## src/rtl/parallel_xor_pipe.sv

```systemverilog
// Two-stage valid/ready pipeline that XORs two operands lane-wise and post-processes
// the result as pass, running checksum, parity reduction or delta against the previous beat.
module parallel_xor_pipe #(
  parameter int S = 3
) (
  input  logic              clk,
  input  logic              reset,
  input  logic              in_valid,
  output logic              in_ready,
  input  logic [(2**S)-1:0] in1,
  input  logic [(2**S)-1:0] in2,
  input  logic [1:0]        mode,
  input  logic              clear,
  output logic              out_valid,
  input  logic              out_ready,
  output logic [(2**S)-1:0] out,
  output logic              parity
);

  localparam int W = 2**S;

  logic         a_valid;
  logic [W-1:0] a_x;
  logic [1:0]   a_mode;
  logic [W-1:0] acc;
  logic [W-1:0] hist;
  logic         in_fire;
  logic         b_adv;
  logic [W-1:0] acc_base;
  logic [W-1:0] hist_base;
  logic [W-1:0] acc_new;
  logic [W-1:0] result;

  assign in_ready = !reset && (!a_valid || !out_valid || out_ready);
  assign in_fire  = in_valid && in_ready;
  assign b_adv    = a_valid && (!out_valid || out_ready);

  // A clear on the same edge as an advance acts before the beat is applied
  always_comb begin
    acc_base  = clear ? '0 : acc;
    hist_base = clear ? '0 : hist;
    acc_new   = acc_base ^ a_x;
    result    = a_x;
    case (a_mode)
      2'b01: result = acc_new;
      2'b10: begin
        result    = '0;
        result[0] = ^a_x;
      end
      2'b11: result = a_x ^ hist_base;
      default: result = a_x;
    endcase
  end

  always_ff @(posedge clk) begin
    if (reset) begin
      a_valid <= 1'b0;
      a_x     <= '0;
      a_mode  <= 2'b00;
    end else if (in_fire) begin
      a_valid <= 1'b1;
      a_x     <= in1 ^ in2;
      a_mode  <= mode;
    end else if (b_adv) begin
      a_valid <= 1'b0;
    end
  end

  // Mode-specific state updates below take precedence over the clear assignment
  always_ff @(posedge clk) begin
    if (reset) begin
      out_valid <= 1'b0;
      out       <= '0;
      parity    <= 1'b0;
      acc       <= '0;
      hist      <= '0;
    end else begin
      if (clear) begin
        acc  <= '0;
        hist <= '0;
      end
      if (b_adv) begin
        out       <= result;
        parity    <= ^result;
        out_valid <= 1'b1;
        if (a_mode == 2'b01) acc  <= acc_new;
        if (a_mode == 2'b11) hist <= a_x;
      end else if (out_ready) begin
        out_valid <= 1'b0;
      end
    end
  end

endmodule

```

## config.mk

```make
export PLATFORM = sky130hd
export DESIGN_NAME = parallel_xor_pipe
export DESIGN_NICKNAME = d
export VERILOG_FILES = /design/src/rtl/parallel_xor_pipe.sv
export SDC_FILE = /design/constraint.sdc
export NUM_CORES = 1
export LEC_CHECK = 0
export ABC_AREA = 0
export CELL_PAD_IN_SITES_DETAIL_PLACEMENT = 2
export CELL_PAD_IN_SITES_GLOBAL_PLACEMENT = 2
export CORE_MARGIN = 3
export CORE_UTILIZATION = 34
export CTS_CLUSTER_SIZE = 16
export DETAILED_ROUTE_END_ITERATION = 10
export GPL_ROUTABILITY_DRIVEN = 0
export PLACE_DENSITY_LB_ADDON = 0.1
export SLEW_MARGIN = 20
export SYNTH_ARGS = -nofsm -noshare
export SYNTH_HDL_FRONTEND = slang
export SYNTH_SLANG_ARGS = --single-unit
export TNS_END_PERCENT = 50
```

## constraint.sdc

```tcl
create_clock -name clk -period 5.7 [get_ports clk]
set_input_delay 0.57 -clock clk [delete_from_list [all_inputs] [get_ports clk]]
set_output_delay 0.57 -clock clk [all_outputs]
set_load 0.05 [all_outputs]
```

## Word level (Yosys, flattened, before mapping)

Cells that the tools add are included.

| word-level totals | value |
|---|---|
| bits in registers | 37 |
| input port bits | 23 |
| output and inout bits | 11 |

| operators by class | value |
|---|---|
| equality and inequality tests | 3 |
| multiplexer cells | 11 |
| bitwise logic cells | 3 |
| reductions and logical operators | 13 |

Operators with widths:

| operator | count |
|---|---|
| 8-bit two-way mux | 6 |
| 8-bit case mux with 3 select lines | 1 |
| 8-bit XOR | 3 |
| 8-bit parity | 2 |
| 2-bit equality test (second input constant) | 2 |
| 1-bit two-way mux | 4 |
| 2-bit nonzero test | 2 |
| 1-bit logical AND | 3 |
| 1-bit zero test | 3 |
| 1-bit logical OR | 3 |
| 2-bit by 1-bit equality test with 1-bit output (second input constant) | 1 |

## Logic depth before layout (Yosys ltp)

Gate-level depths: netlist of run 1.

| depth | value |
|---|---|
| depth in word-level cells | 6 |
| mapped depth | 10 |
| gate-level depth less buffers | 8 |

## Worst setup path before layout of run 1

Ideal clock, no wire load.

| timing | value |
|---|---|
| path type | flip-flop to flip-flop |
| start | register out_valid |
| end | register a_x[0] |
| setup time | 128 ps |
| arrival | 2059 ps |
| slack | 3513 ps |
| stages on the path, launching flop included | 7 |
| buffers on the path | 1 |
| clock period less this slack | 2187 ps |
| cell sequence | dfxtp_1 nor2b_1 a21oi_1 nand2_1 clkbuf_1 nand3b_1 o21ai_0 |

| on the way | value |
|---|---|
| cells in the longest elaborated chain, start to end | 5 |

Ends and longest elaborated chain:

| what | line | source |
|---|---|---|
| start: declaration | 14 | `output logic out_valid,` |
| start signal: assignment | 72 | `out_valid <= 1'b0;` |
| start signal: assignment | 85 | `out_valid <= 1'b1;` |
| start signal: assignment | 89 | `out_valid <= 1'b0;` |
| 1-bit zero test | 34 | `assign in_ready = !reset && (!a_valid \|\| !out_valid \|\| out_ready);` |
| 1-bit logical OR (2 in a row) | 34 |  |
| 1-bit logical AND | 34 |  |
| net in_ready | 9 | `output logic in_ready,` |
| 1-bit logical AND | 35 | `assign in_fire = in_valid && in_ready;` |
| end signal: assignment | 62 | `a_x <= in1 ^ in2;` |
| end: declaration | 23 | `logic [W-1:0] a_x;` |

The timed path passes the listed nets, and every way through them passes these cells.
A chain may end at the register's enable or synchronous reset.

## Final worst setup path of run 1

| timing | value |
|---|---|
| start | input port clear |
| end | register parity |

| on the way | value |
|---|---|
| cells in the longest elaborated chain, start to end | 4 |

Ends and longest elaborated chain:

| what | line | source |
|---|---|---|
| start: declaration | 13 | `input logic clear,` |
| 8-bit two-way mux (on tied branches) | 41, 40 |  |
| 8-bit XOR (on tied branches) | 50, 42 |  |
| 8-bit case mux with 3 select lines * | 44 | `case (a_mode)` |
| 8-bit parity * | 84 | `parity <= ^result;` |
| end signal: assignment | 84 |  |
| end: declaration | 17 | `output logic parity` |

Mark *: on every way between the ends. The rest lies on a longest branch, timed or not.

==> results of run 1 <==
-- area by class of cell --
cell class,count,share of cell area [%]
repair buffers,37,14.2
well taps,75,3.71
clock inverters,1,0.198
clock buffers,5,2.72
flip-flops and latches,37,29.3
inverters,8,1.19
multi-input cells,190,48.7
-- path summary, 6_finish.rpt --
check | from | cells after the start | to | slack (ps)
min | out[4]$_SDFFE_PP0P_ | 2 | out[4]$_SDFFE_PP0P_ | 500
min reg2reg | out[4]$_SDFFE_PP0P_ | 2 | out[4]$_SDFFE_PP0P_ | 500
max | clear | 9 | parity$_SDFFE_PP0P_ | 2680
max reg2reg | a_mode[0]$_SDFFE_PP0P_ | 9 | parity$_SDFFE_PP0P_ | 3270
-- per-stage QoR --
step	power, W	utilization (%)	cells	worst slack (ps)
after floorplan	0.000406	-	261	3510
after global placement	0.000451	41.0	347	2420
after detailed placement	0.000455	41.0	347	2410
after CTS	0.000631	42.2	353	2690
after global routing	0.000660	42.2	353	2410
final	0.000624	42.2	353	2680
-- where the power goes --
part | switching, W | internal (W) | total, W
clock network | 0.0000972 | 0.0000807 | 0.000178
registers | 0.0000192 | 0.000271 | 0.000290
logic | 0.0000856 | 0.0000705 | 0.000156
-- cells by family (layout without fill, tap and decap cells) --
logic type	after synthesis	after routing	share of synthesized area [%]
muxes	3	3	1.47
DFF	37	37	34.7
xor gates and xnor gates	29	29	11.9
buffers and inverters	34	51	7.51
AOI/OAI and AO/OA	53	53	18.3
and+or+nand+nor	105	105	26.1
-- tightest hold or removal path, stage by stage (launching register included) --
cell	delay (ps)
dfxtp_1	310
nor2_1	90
a211oi_1	50
-- routing by layer --
metal	wire length, um	share of wire (%)	track usage [%]	vias to the layer above
li1	-	-	-	927
met1	2720	48	22.2	922
met2	2590	46	28.5	40
met3	231	4.1	4.17	10
met4	110	1.9	5.04	0
met5	0	0	0	-
-- cells in the mapped netlist, drive strengths merged, types with 4 or more instances --
| library cell | instances |
|---|---|
| a211oi | 12 |
| o21ai | 16 |
| a21oi | 14 |
| xnor2 | 28 |
| nand4bb | 4 |
| nand2b | 9 |
| nand3b | 12 |
| nor2 | 25 |
| clkbuf | 14 |
| nand3 | 11 |
| nand2 | 29 |
| buf | 12 |
| dfxtp | 37 |
| nor3 | 4 |
| a2111oi | 4 |
| and3 | 5 |
| inv | 8 |
-- layout by cell type, fill, tap and decap left out, drive strengths merged --
master | netlist | routed
a2111oi | 4 | 4
a211oi | 12 | 12
a21oi | 14 | 14
a221o | 3 | 3
a22oi | 1 | 1
a31o | 1 | 1
and3 | 5 | 5
buf | 12 | 4
clkbuf | 14 | 5
clkdlybuf4s50 | 0 | 33
clkinv | 0 | 1
dfxtp | 37 | 37
inv | 8 | 8
mux2 | 1 | 1
mux2i | 2 | 2
nand2 | 29 | 29
nand2b | 9 | 9
nand3 | 11 | 11
nand3b | 12 | 12
nand4bb | 4 | 4
nor2 | 25 | 25
nor2b | 2 | 2
nor3 | 4 | 4
nor4 | 1 | 1
nor4b | 3 | 3
o21ai | 16 | 16
o22ai | 1 | 1
o32ai | 1 | 1
xnor2 | 28 | 28
xor2 | 1 | 1
-- flip-flops by register name, summed over array words and instances (netlist names) --
signal / flops
a_x: 8
acc: 8
hist: 8
out: 8
a_mode: 2
a_valid: 1
out_valid: 1
parity: 1
==> impl_metrics.ini, run 1 <==
[routing]
vias = 1899
drt_iter0_drc = 99
ant_nets = 0
viasPerCell = 5.38
dr.pass1.iters = 4
drc_errors = 0
wirelength_mm = 5.65
routedWlPerCell_um = 16.0

[synthesis]
yosysSeqAreaShare_pct = 34.7
synth_ff_type = dfxtp_1
synth_edf_count = 0
synth_area_leaders = dfxtp_1 (35%), xnor2_1 (12%), nand2_1 (5.1%), nor2_1 (4.4%), a211oi_1 (4.2%)
synth_top_area_share_pct = 34.7
synth.distinct_cells = 36
ys_seq_elements = 37
ys_warn_count = 0
synth_nets = 284
yosys.area.top_type = dfxtp_1
netlist_area_sq_um = 2130
synthCells = 261
ys_async_sr_fraction_pct = 0
avgSynthCellArea_sq_um = 8.17

[floorplan]
dieArea_sq_um = 7260
initial_utilization_pct = 35.6
std_cell_rows = 28
die_h_um = 85.2
num_io_pins = 34
fp.dieW_um = 85.2
core_area_sq_um = 5990

[setup_path]
worst-setup-path-type = input pin to flip-flop
end_kind = flip-flop
cp_top_family = buffers and inverters
timing.critical_path.mode_cell = xnor2_1
required_ps = 5930
setup.worst_path.start_class = input pin
cp_max_fo = 22
crit_slowest_cell = clkdlybuf4s50_1
worst-path-buf-inv = 1
worstPathArrival_ps = 3260
cp_cell_sequence = clkdlybuf4s50_1 -> nand4bb_1 -> o21ai_0 -> a2111oi_2 -> xor2_1 -> xnor2_1 -> xnor2_1 -> nor4_1 -> nand3b_1
max_stage_delay_ps = 930

[sta]
hold_violations = 0
fin_crit_sh_pct = 53.1
slew_headroom_pct = 49.4
period_minus_slack_ps = 3020
worst_slew_pin_slew_ps = 756
finalMaxSlewViolations = 0
rsz0062_at_grt = false
max_freq_mhz = 331
setup_violations = 0
finalSetupTns_ps = 0
whs_ps = 504
skew_ps = 6.87

[cts]
ctsResizeCount = 0
cts_sinks = 37
numCtsBuffers = 5
cts_max_level = 2
clkTransAtPathRegs_ps = 70
cts_tree = done
clock_latency_ps = 290
cts-root-buf = clkbuf_8
cts_hold_buffers = 0
clockBufferDepth = 2
cts_setup_buffers = 0

[cells_and_area]
seqCellArea_sq_um = 741
fill_cells = 707
layout.nets = 302
num_antenna_cells = 0
final_cell_area_sq_um = 2530
syn2layout_area_growth_pct = 18.7
multi_input_area_sq_um = 1230
drive_gt1_share_pct = 6.83

[grt]
grt_pass1_vias = 2026
grt_max_degree = 41
grt-ovfl-total = 0
grt_pass1_wl_mm = 9.89
grtUsageTotal_pct = 17.2
antenna_found_initial = 0

[pwr]
p_leak_nw = 0.830
powerDensity_nw_per_um2 = 247
peakVddDrop_mv = 0.0885

[place]
place_area_sq_um = 2460
io_buffers = 33
dpl.hpwl_mm = 3.86

[job]
cap_violations = 0

[status]
outcome = completed

[hold_path]
min_path_type = flip-flop to flip-flop
No activity file was read; power rests on OpenSTA's default activity.
==> run 2: changes to the inputs <==
--- a/config.mk
+++ b/config.mk
@@ -9,7 +9,7 @@
 export CELL_PAD_IN_SITES_DETAIL_PLACEMENT = 2
 export CELL_PAD_IN_SITES_GLOBAL_PLACEMENT = 2
 export CORE_MARGIN = 3
-export CORE_UTILIZATION = 34
+export CORE_UTILIZATION = 31
 export CTS_CLUSTER_SIZE = 16
 export DETAILED_ROUTE_END_ITERATION = 10
 export GPL_ROUTABILITY_DRIVEN = 0
==> constraint.sdc (replaced) <==
create_clock -name clk -period 3.1 [get_ports clk]
set_input_delay 0.31 -clock clk [delete_from_list [all_inputs] [get_ports clk]]
set_output_delay 0.31 -clock clk [all_outputs]
set_load 0.05 [all_outputs]
==> run 2 against run 1 <==
Against the previous run: clock skew fell by 2.9 ps; critical path depth did not move; combinational power rose by 87%; sequential power rose by 85%; design area rose by 1.5%; power rose by 86%; sequential share of layout area fell by 0.44 points; die area rose by 9.0%; worst hold slack got worse by 7.4 ps; critical path type unchanged; largest power group unchanged.
==> impl_metrics.ini, run 2 (synthesis gave the netlist of run 1 again) <==
[cells_and_area]
layout.nets = 306
num_antenna_cells = 0
final_cell_mix = dfxtp_1 (37), clkdlybuf4s50_1 (32), nand2_1 (29), xnor2_1 (28), nor2_1 (25)
fin_util_pct = 39.5
final_common_cell = dfxtp_1
syn2layout_area_growth_pct = 20.5
drive_gt1_share_pct = 8.80
final_cell_area_sq_um = 2570

[setup_path]
endpoint = parity$_SDFFE_PP0P_
r2r_slack_ps = 700
timing.rr.end = parity$_SDFFE_PP0P_
startpoint = clear
end_kind = flip-flop
worstPathArrival_ps = 2740
r2r_cells = 8
required_ps = 3330
timing.rr.start = a_mode[1]$_SDFFE_PP0P_
worst-setup-path-type = input pin to flip-flop
setup.worst_path.start_class = input pin
cp_max_fo = 12

[sta]
slew_headroom_pct = 62.9
max_freq_mhz = 399
period_minus_slack_ps = 2510
hold_violations = 0
worst_slew_pin_slew_ps = 555
fin_crit_sh_pct = 80.9
finalSetupTns_ps = 0
whs_ps = 496
setup_violations = 0
rsz0062_at_grt = false
skew_ps = 3.93
finalMaxSlewViolations = 0

[pwr]
power_w = 0.00116
peakVddDrop_mv = 0.223
p_leak_nw = 0.857
powerDensity_nw_per_um2 = 453

[grt]
grt_pass1_vias = 2036
grt_pass1_wl_mm = 10.3
antenna_found_initial = 0
grt_max_degree = 40
grt-ovfl-total = 0
grtUsageTotal_pct = 17.1

[hold_path]
min_path_type = flip-flop to flip-flop
whs_path_depth = 2

[floorplan]
fp.dieW_um = 88.9
core_area_sq_um = 6490
dieArea_sq_um = 7910
initial_utilization_pct = 32.8
num_io_pins = 34
die_h_um = 88.9
std_cell_rows = 29

[routing]
routedWlPerCell_um = 16.9
ant_nets = 0
dr.pass1.iters = 4
wirelength_mm = 6.10
viasPerCell = 5.30
drc_errors = 0
vias = 1912
drt_iter0_drc = 52

[cts]
ctsResizeCount = 0
cts_max_level = 2
clock_latency_ps = 290
numCtsBuffers = 5
cts_setup_buffers = 0
cts_tree = done
cts_hold_buffers = 0
cts-root-buf = clkbuf_8
cts_sinks = 37
clkTransAtPathRegs_ps = 80
clockBufferDepth = 2

[job]
cap_violations = 0

[status]
outcome = completed

[place]
io_buffers = 33
dpl.hpwl_mm = 4.41
place_area_sq_um = 2490
-- run 2: cell count changes in the layout (fill, tap and decap cells not counted) --
cell	delta
buf_4	+5
clkbuf_1	+1
clkdlybuf4s50_1	-1
clkinv_2	+1
-- run 2: stage by stage --
| stage | setup WS [ps] | std cells |
|---|---|---|
| 2_1_floorplan | 913 | 261 |
| 3_3_place_gp | 431 | 353 |
| 3_5_place_dp | 310 | 353 |
| 4_1_cts | 607 | 361 |
| 5_1_grt | 436 | 361 |
| 6_report | 592 | 361 |
-- run 2: area by class of cell --
cell class	count	area, sq um
fill	761	3930
multi-input combinational	190	1230
sequential	37	741
timing repair buffer	41	388
tap	77	96.3
clock buffer	6	72.6
inverter	8	30.0
clock inverter	2	10.0
-- run 2: worst max-delay path, cell delays in order --
cell and delay (ps):
clkdlybuf4s50_1 690, nand4bb_1 180, o21ai_0 120, a2111oi_2 490
xor2_1 150, xnor2_1 260, xnor2_1 120, nor4_1 270
nand3b_1 140
-- run 2: worst min-delay path by stage --
stage	end	from	slack, ps
after floorplan	a_valid$_SDFFE_PP0P_	in_valid	430
after global placement	out[0]$_SDFFE_PP0P_	out[0]$_SDFFE_PP0P_	480
after detailed placement	hist[3]$_SDFF_PP0_	hist[3]$_SDFF_PP0_	490
after CTS	hist[3]$_SDFF_PP0_	hist[3]$_SDFF_PP0_	500
after global routing	hist[1]$_SDFF_PP0_	hist[1]$_SDFF_PP0_	540
final	hist[3]$_SDFF_PP0_	hist[3]$_SDFF_PP0_	500
-- run 2: where the power goes --
part,switching [W],internal [W]
registers,0.0000379,0.000499
clock network,0.000178,0.000156
logic,0.000160,0.000132
total,0.000376,0.000787
-- run 2: metal layers --
layer	track usage, %	wire length (um)	part of all wire [%]	vias to the layer above
met5	0	0	0	-
met4	4.87	59	0.97	0
met3	2.76	146	2.4	4
met2	27.3	2800	46	28
met1	23.9	3090	51	947
li1	-	-	-	933
==> variant 1, RTL diff (config.mk and constraints of run 2) <==
Set the parameter `S` to 5 (it was 3).
--- a/src/rtl/parallel_xor_pipe.sv
+++ b/src/rtl/parallel_xor_pipe.sv
@@ -1,7 +1,7 @@
 // Two-stage valid/ready pipeline that XORs two operands lane-wise and post-processes
 // the result as pass, running checksum, parity reduction or delta against the previous beat.
 module parallel_xor_pipe #(
-  parameter int S = 3
+  parameter int S = 5
 ) (
   input  logic              clk,
   input  logic              reset,
Ports: changed (resized in1, in2 and out); port bits go from 34 to 106. The function was not compared with the original's and may differ.
==> variant 1 against run 2 <==
Total power grew to 4.6 times the old value; sequential cell count is 96 higher; count of clock-buffer cells in the layout is 13 higher; synthesized area grew to 3.6 times the old value; hold slack worse by 0.072 ns; register-to-register slack worse by 0.50 ns; routed wire length grew to 3.9 times the old value; worst setup slack worse by 0.39 ns; non-clock buffer count is 148 higher; cell area grew to 3.9 times the old value; via count grew to 3.6 times the old value.
==> variant 1: results (changes against run 2) <==
synth cell count leaders dfxtp_1, xnor2_1, nand2_1; Critical Path Source a_mode[1]; root buffer cell clkbuf_16; FF+latch count 133 (+260%); multi-input gate count 676 (+260%); leading post-synthesis cells by cell area dfxtp_1, xnor2_1, nand3b_1, a211oi_1, nand2_1; type of the tightest min-delay check primary input to register; syn_nets 1,004 (+250%); top_reg_cell synth dfxtp_1; post-synthesis cell type count 43 (+19%); IO buf count 105 (+220%); Worst Skew 0.0107 ns (+0.00679 ns); ClkCell Share 5.81% (+2.6 points); synthesized area per cell 8.30 um2 (+1.6%); CP arrival 3.24 ns (+0.50 ns); flop2flop setup slack 0.20 ns (-0.50 ns); layout cell share with drive strength beyond 1 13.5% (+4.7 points); combinational share of power 26.3% (+1.2 points); leakage 3.44 nW (+300%); number of buffers created by CTS 17 (+12); depth of the CTS H-tree 4 (+2); via count 6,877 (+260%); post-detail-place hpwl 16.4 mm (+270%); P_comb 1.40 mW (+380%); Worst R2R Path Depth 11 (+3); final wirelength 24.0 mm (+290%); Clk pwr share 38.3% (+9.6 points); largest net degree at the start of global routing 134 (+240%); crit-path max FO 33 (+21); WL/cell 17.4 um (+2.8%); Period minus WS final 2.90 ns (+0.395 ns); fillers 2,740 (+260%); post-place setup slack -0.0772 ns (-0.388 ns); first drt pass iteration count 6 (+2); placed cells 1,351 (+280%); area occupied by registers 0.00267 mm2 (+260%); Post-DP Area 0.00947 mm2 (+280%); die area 0.0269 mm2 (+240%); Non-clk bufs 189 (+360%); DR iter-0 viols 255 (+390%); Worst-path clk slew 0.06 ns (-0.02 ns); part of the Yosys area used for sequential elements 34.4% (-0.35 points); fraction of area in multi-input gates 45.1% (-2.8 points); Layout non-clock buf frac 17.5% (+2.4 points); clkbuf count 19 (+13); first-pass GRT wire length 38.9 mm (+280%); maximum VDD drop 0.000262 V (+18%); relative slew slack 58.8% (-4.2 points); status finished clean; GRT Overall Usage 18.3% (+1.2 points); Psw 1.62 mW (+330%); Skew-Pair Late Insertion Delay 0.43 ns (+0.14 ns); Layout Nets 1,117 (+270%); Inverters excl. clock 29 (+21); Seq area share 26.5% (-2.3 points)
==> variant 1: cell count changes in the layout (fill, tap and decap cells not counted), moves of 38 or more <==
cell	before	now
buf_4	9	78
dfxtp_1	37	128
nor2_1	25	70
a21oi_1	14	52
nand2_1	29	84
clkdlybuf4s50_1	32	103
nand3b_1	12	62
a211oi_1	12	54
xnor2_1	28	114
==> variant 1: worst min-delay path by stage <==
| stage | startpoint | end | slack [ns] | depth (start not counted) |
|---|---|---|---|---|
| 5_1_grt | clear | hist[29] | 0.46 | 3 |
| 6_report | clear | hist[26] | 0.42 | 3 |
| 3_3_place_gp | out[15] | out[15] | 0.48 | 2 |
| 3_5_place_dp | hist[24] | hist[24] | 0.49 | 2 |
| 2_1_floorplan | in_valid | a_valid | 0.43 | 2 |
| 4_1_cts | clear | hist[26] | 0.41 | 3 |
==> variant 1: per-layer routing <==
layer | share of wire (%) | track usage (%)
met5 | 0 | 0
met1 | 52 | 26.3
met2 | 44 | 29.0
met3 | 3.0 | 2.47
met4 | 1.0 | 4.61
==> variant 1: kinds of logic after synthesis <==
kind of cell           after synthesis  share of synthesized area [%]
AO/OA/AOI/OAI                      200                           17.7
multiplexers                        24                           3.10
AND/OR/NAND/NOR                    328                           23.1
XOR/XNOR                           124                           14.5
buffers and inverters              124                           7.22
flip-flops                         133                           34.4
==> variant 1: worst max-delay path: stages (launching register included) <==
cell and delay (ns):
dfxtp_2 0.35, buf_12 0.17, or4bb_1 0.18, o21ai_0 0.12
a2111oi_2 0.41, buf_4 0.18, xor2_1 0.26, xnor2_1 0.19
xnor2_1 0.16, xnor2_1 0.15, xnor3_1 0.43, a211oi_2 0.22
==> variant 1: what timing repair did <==
| item | CTS | global route |
|---|---|---|
| setup buffers | 0 | 0 |
| resized for setup | 0 | 5 |
| setup endpoints to repair | 0 | 1 |
==> variant 2, RTL diff (config.mk and constraints of run 2) <==
Without the edit above. Reset style: asynchronous (`reset`), changed in 2 clocked blocks.
--- a/src/rtl/parallel_xor_pipe.sv
+++ b/src/rtl/parallel_xor_pipe.sv
@@ -52,7 +52,7 @@
     endcase
   end
 
-  always_ff @(posedge clk) begin
+  always_ff @(posedge clk or posedge reset) begin
     if (reset) begin
       a_valid <= 1'b0;
       a_x     <= '0;
@@ -67,7 +67,7 @@
   end
 
   // Mode-specific state updates below take precedence over the clear assignment
-  always_ff @(posedge clk) begin
+  always_ff @(posedge clk or posedge reset) begin
     if (reset) begin
       out_valid <= 1'b0;
       out       <= '0;
Behaviour: differs if reset is asserted again (counterexample within 4 cycles, from zero or initial values and one cycle with reset high); with reset held inactive, the same outputs for 10 cycles.
==> variant 2 against run 2 <==
Routed wire length is 3.0% lower; via count is 7.8% lower; sequential cell count stayed put; synthesized area is 0.18% higher; largest cell class unchanged; non-clock buffer count is 3 lower; cell area is 2.2% higher; first-iteration DRC count is 12% lower; worst setup slack better by 0.10 ns.
Power is not compared: it rests on default switching activity, and its combinational part moved more than twofold at a synthesized area within 25%.
==> variant 2: results (changes against run 2) <==
Sw Ratio 38.9%; top layer in use met4; first drt pass iteration count 4 (unchanged); root buffer cell clkbuf_8; vias in the first global route 1,915 (-5.9%); Psw 0.701 mW; depth of the CTS H-tree 2 (unchanged); largest net degree at the start of global routing 24 (-40%); asr flop ratio synth 100% (+100 points); Worst-path clk slew 0.08 ns (about the same); DR iter-0 viols 46 (-12%); first-pass GRT wire length 10.2 mm (-1.3%); Critical Path Source a_mode[1]; part of the Yosys area used for sequential elements 43.4% (+8.6 points); crit-path max FO 15 (+3); met2 Track Usage GR 28.6% (+1.3 points); via count 1,762 (-7.8%); final wirelength 5.92 mm (-3.0%); syn_nets 254 (-11%); initial antenna violation count 0 (unchanged); crit end category register; relative slew slack 58.8% (-4.1 points); leakage 1.06 nW; end of the critical path parity; postcts setup bufs 0 (unchanged); met3 WL post-DR 170 um (+16%); leading post-synthesis cells by cell area dfrtp_1, xnor2_1, nand2_1, o21ai_0, nand2b_1; type of the tightest min-delay check primary input to async pin; synth cell count leaders nand2_1, dfrtp_1, o21ai_0; met1 Use GR 22.3% (-1.6 points); IO buf count 33 (unchanged); Met2 Routed Length 3.01 mm (+7.5%); M1 wire length 2.67 mm (-14%); Post-Route Hold Slack 0.412 ns (-0.0841 ns); maximum VDD drop 0.000242 V; number of buffers created by CTS 5 (unchanged); Clk pwr share 21.4%; post-synthesis cell type count 32 (-11%); Worst Skew 0.00930 ns (+0.00537 ns); final slew viol count 0 (unchanged); flop2flop setup slack 0.70 ns; layout cell share with drive strength beyond 1 8.43% (-0.37 points); post-cts gate resize count 0 (unchanged); status finished clean; Skew-Pair Late Insertion Delay 0.30 ns; Layout Nets 283 (-7.5%); met3 Track Usage GR 3.32% (+0.55 points); fillers 728 (-4.3%); Worst R2R Path Depth 7 (-1); post-detail-place hpwl 4.26 mm (-3.2%); YS warnings 0 (unchanged); GRT Overall Usage 17.0% (-0.18 points); CP arrival 2.62 ns (-0.12 ns)
[variant 2: cell count changes after synthesis, moves of 12 or more]
cell and delta:
dfxtp_1 -37, nor2_1 -18, nand3b_1 -12, dfrtp_1 +37
nand2_1 +12
[variant 2: final cells by class]
| cell class | instances | area share, % |
|---|---|---|
| Sequential cell | 37 | 35.3 |
| Clock inverter | 1 | 0.191 |
| Timing Repair Buffer | 38 | 14.0 |
| Clock buffer | 7 | 3.67 |
| Inverter | 4 | 0.572 |
| Tap cell | 77 | 3.67 |
| Multi-Input combinational cell | 174 | 42.6 |
[variant 2: logic make-up after synthesis]
kind of cell / Yosys count / synth area share (%)
and+or+nand+nor: 89 / 21.4
muxes: 6 / 3.05
DFF: 37 / 43.4
AOI/OAI and AO/OA: 50 / 15.1
xor gates and xnor gates: 29 / 12.9
buffers and inverters: 20 / 4.22
[variant 2: through the flow]
stage | worst slack (ns) | std cells | utilization, % | instance area, um2
3_3_place_gp | 0.599 | 330 | 38.9 | 2520
2_1_floorplan | 0.601 | 231 | - | 2140
4_1_cts | 0.679 | 338 | 40.4 | 2630
5_1_grt | 0.524 | 338 | 40.4 | 2630
3_5_place_dp | 0.536 | 330 | 38.9 | 2520
6_report | 0.697 | 338 | 40.4 | 2630
[variant 2: critical path, cell delays in order (launching register included)]
cell      delay [ns]
dfrtp_1         0.63
nor2_1          0.25
o31a_1          0.36
a211oi_2        0.28
xnor2_1         0.20
xnor2_2         0.16
xnor3_1         0.32
o21ai_1         0.11
[variant 2: worst min path at each step]
stage | start | depth (start not counted) | end
final | reset | 2 | out_valid
after global routing | reset | 2 | out_valid
after CTS | reset | 2 | out_valid
after detailed placement | out[0] | 2 | out[0]
after global placement | out[0] | 2 | out[0]
after floorplan | mode[0] | 1 | a_mode[0]
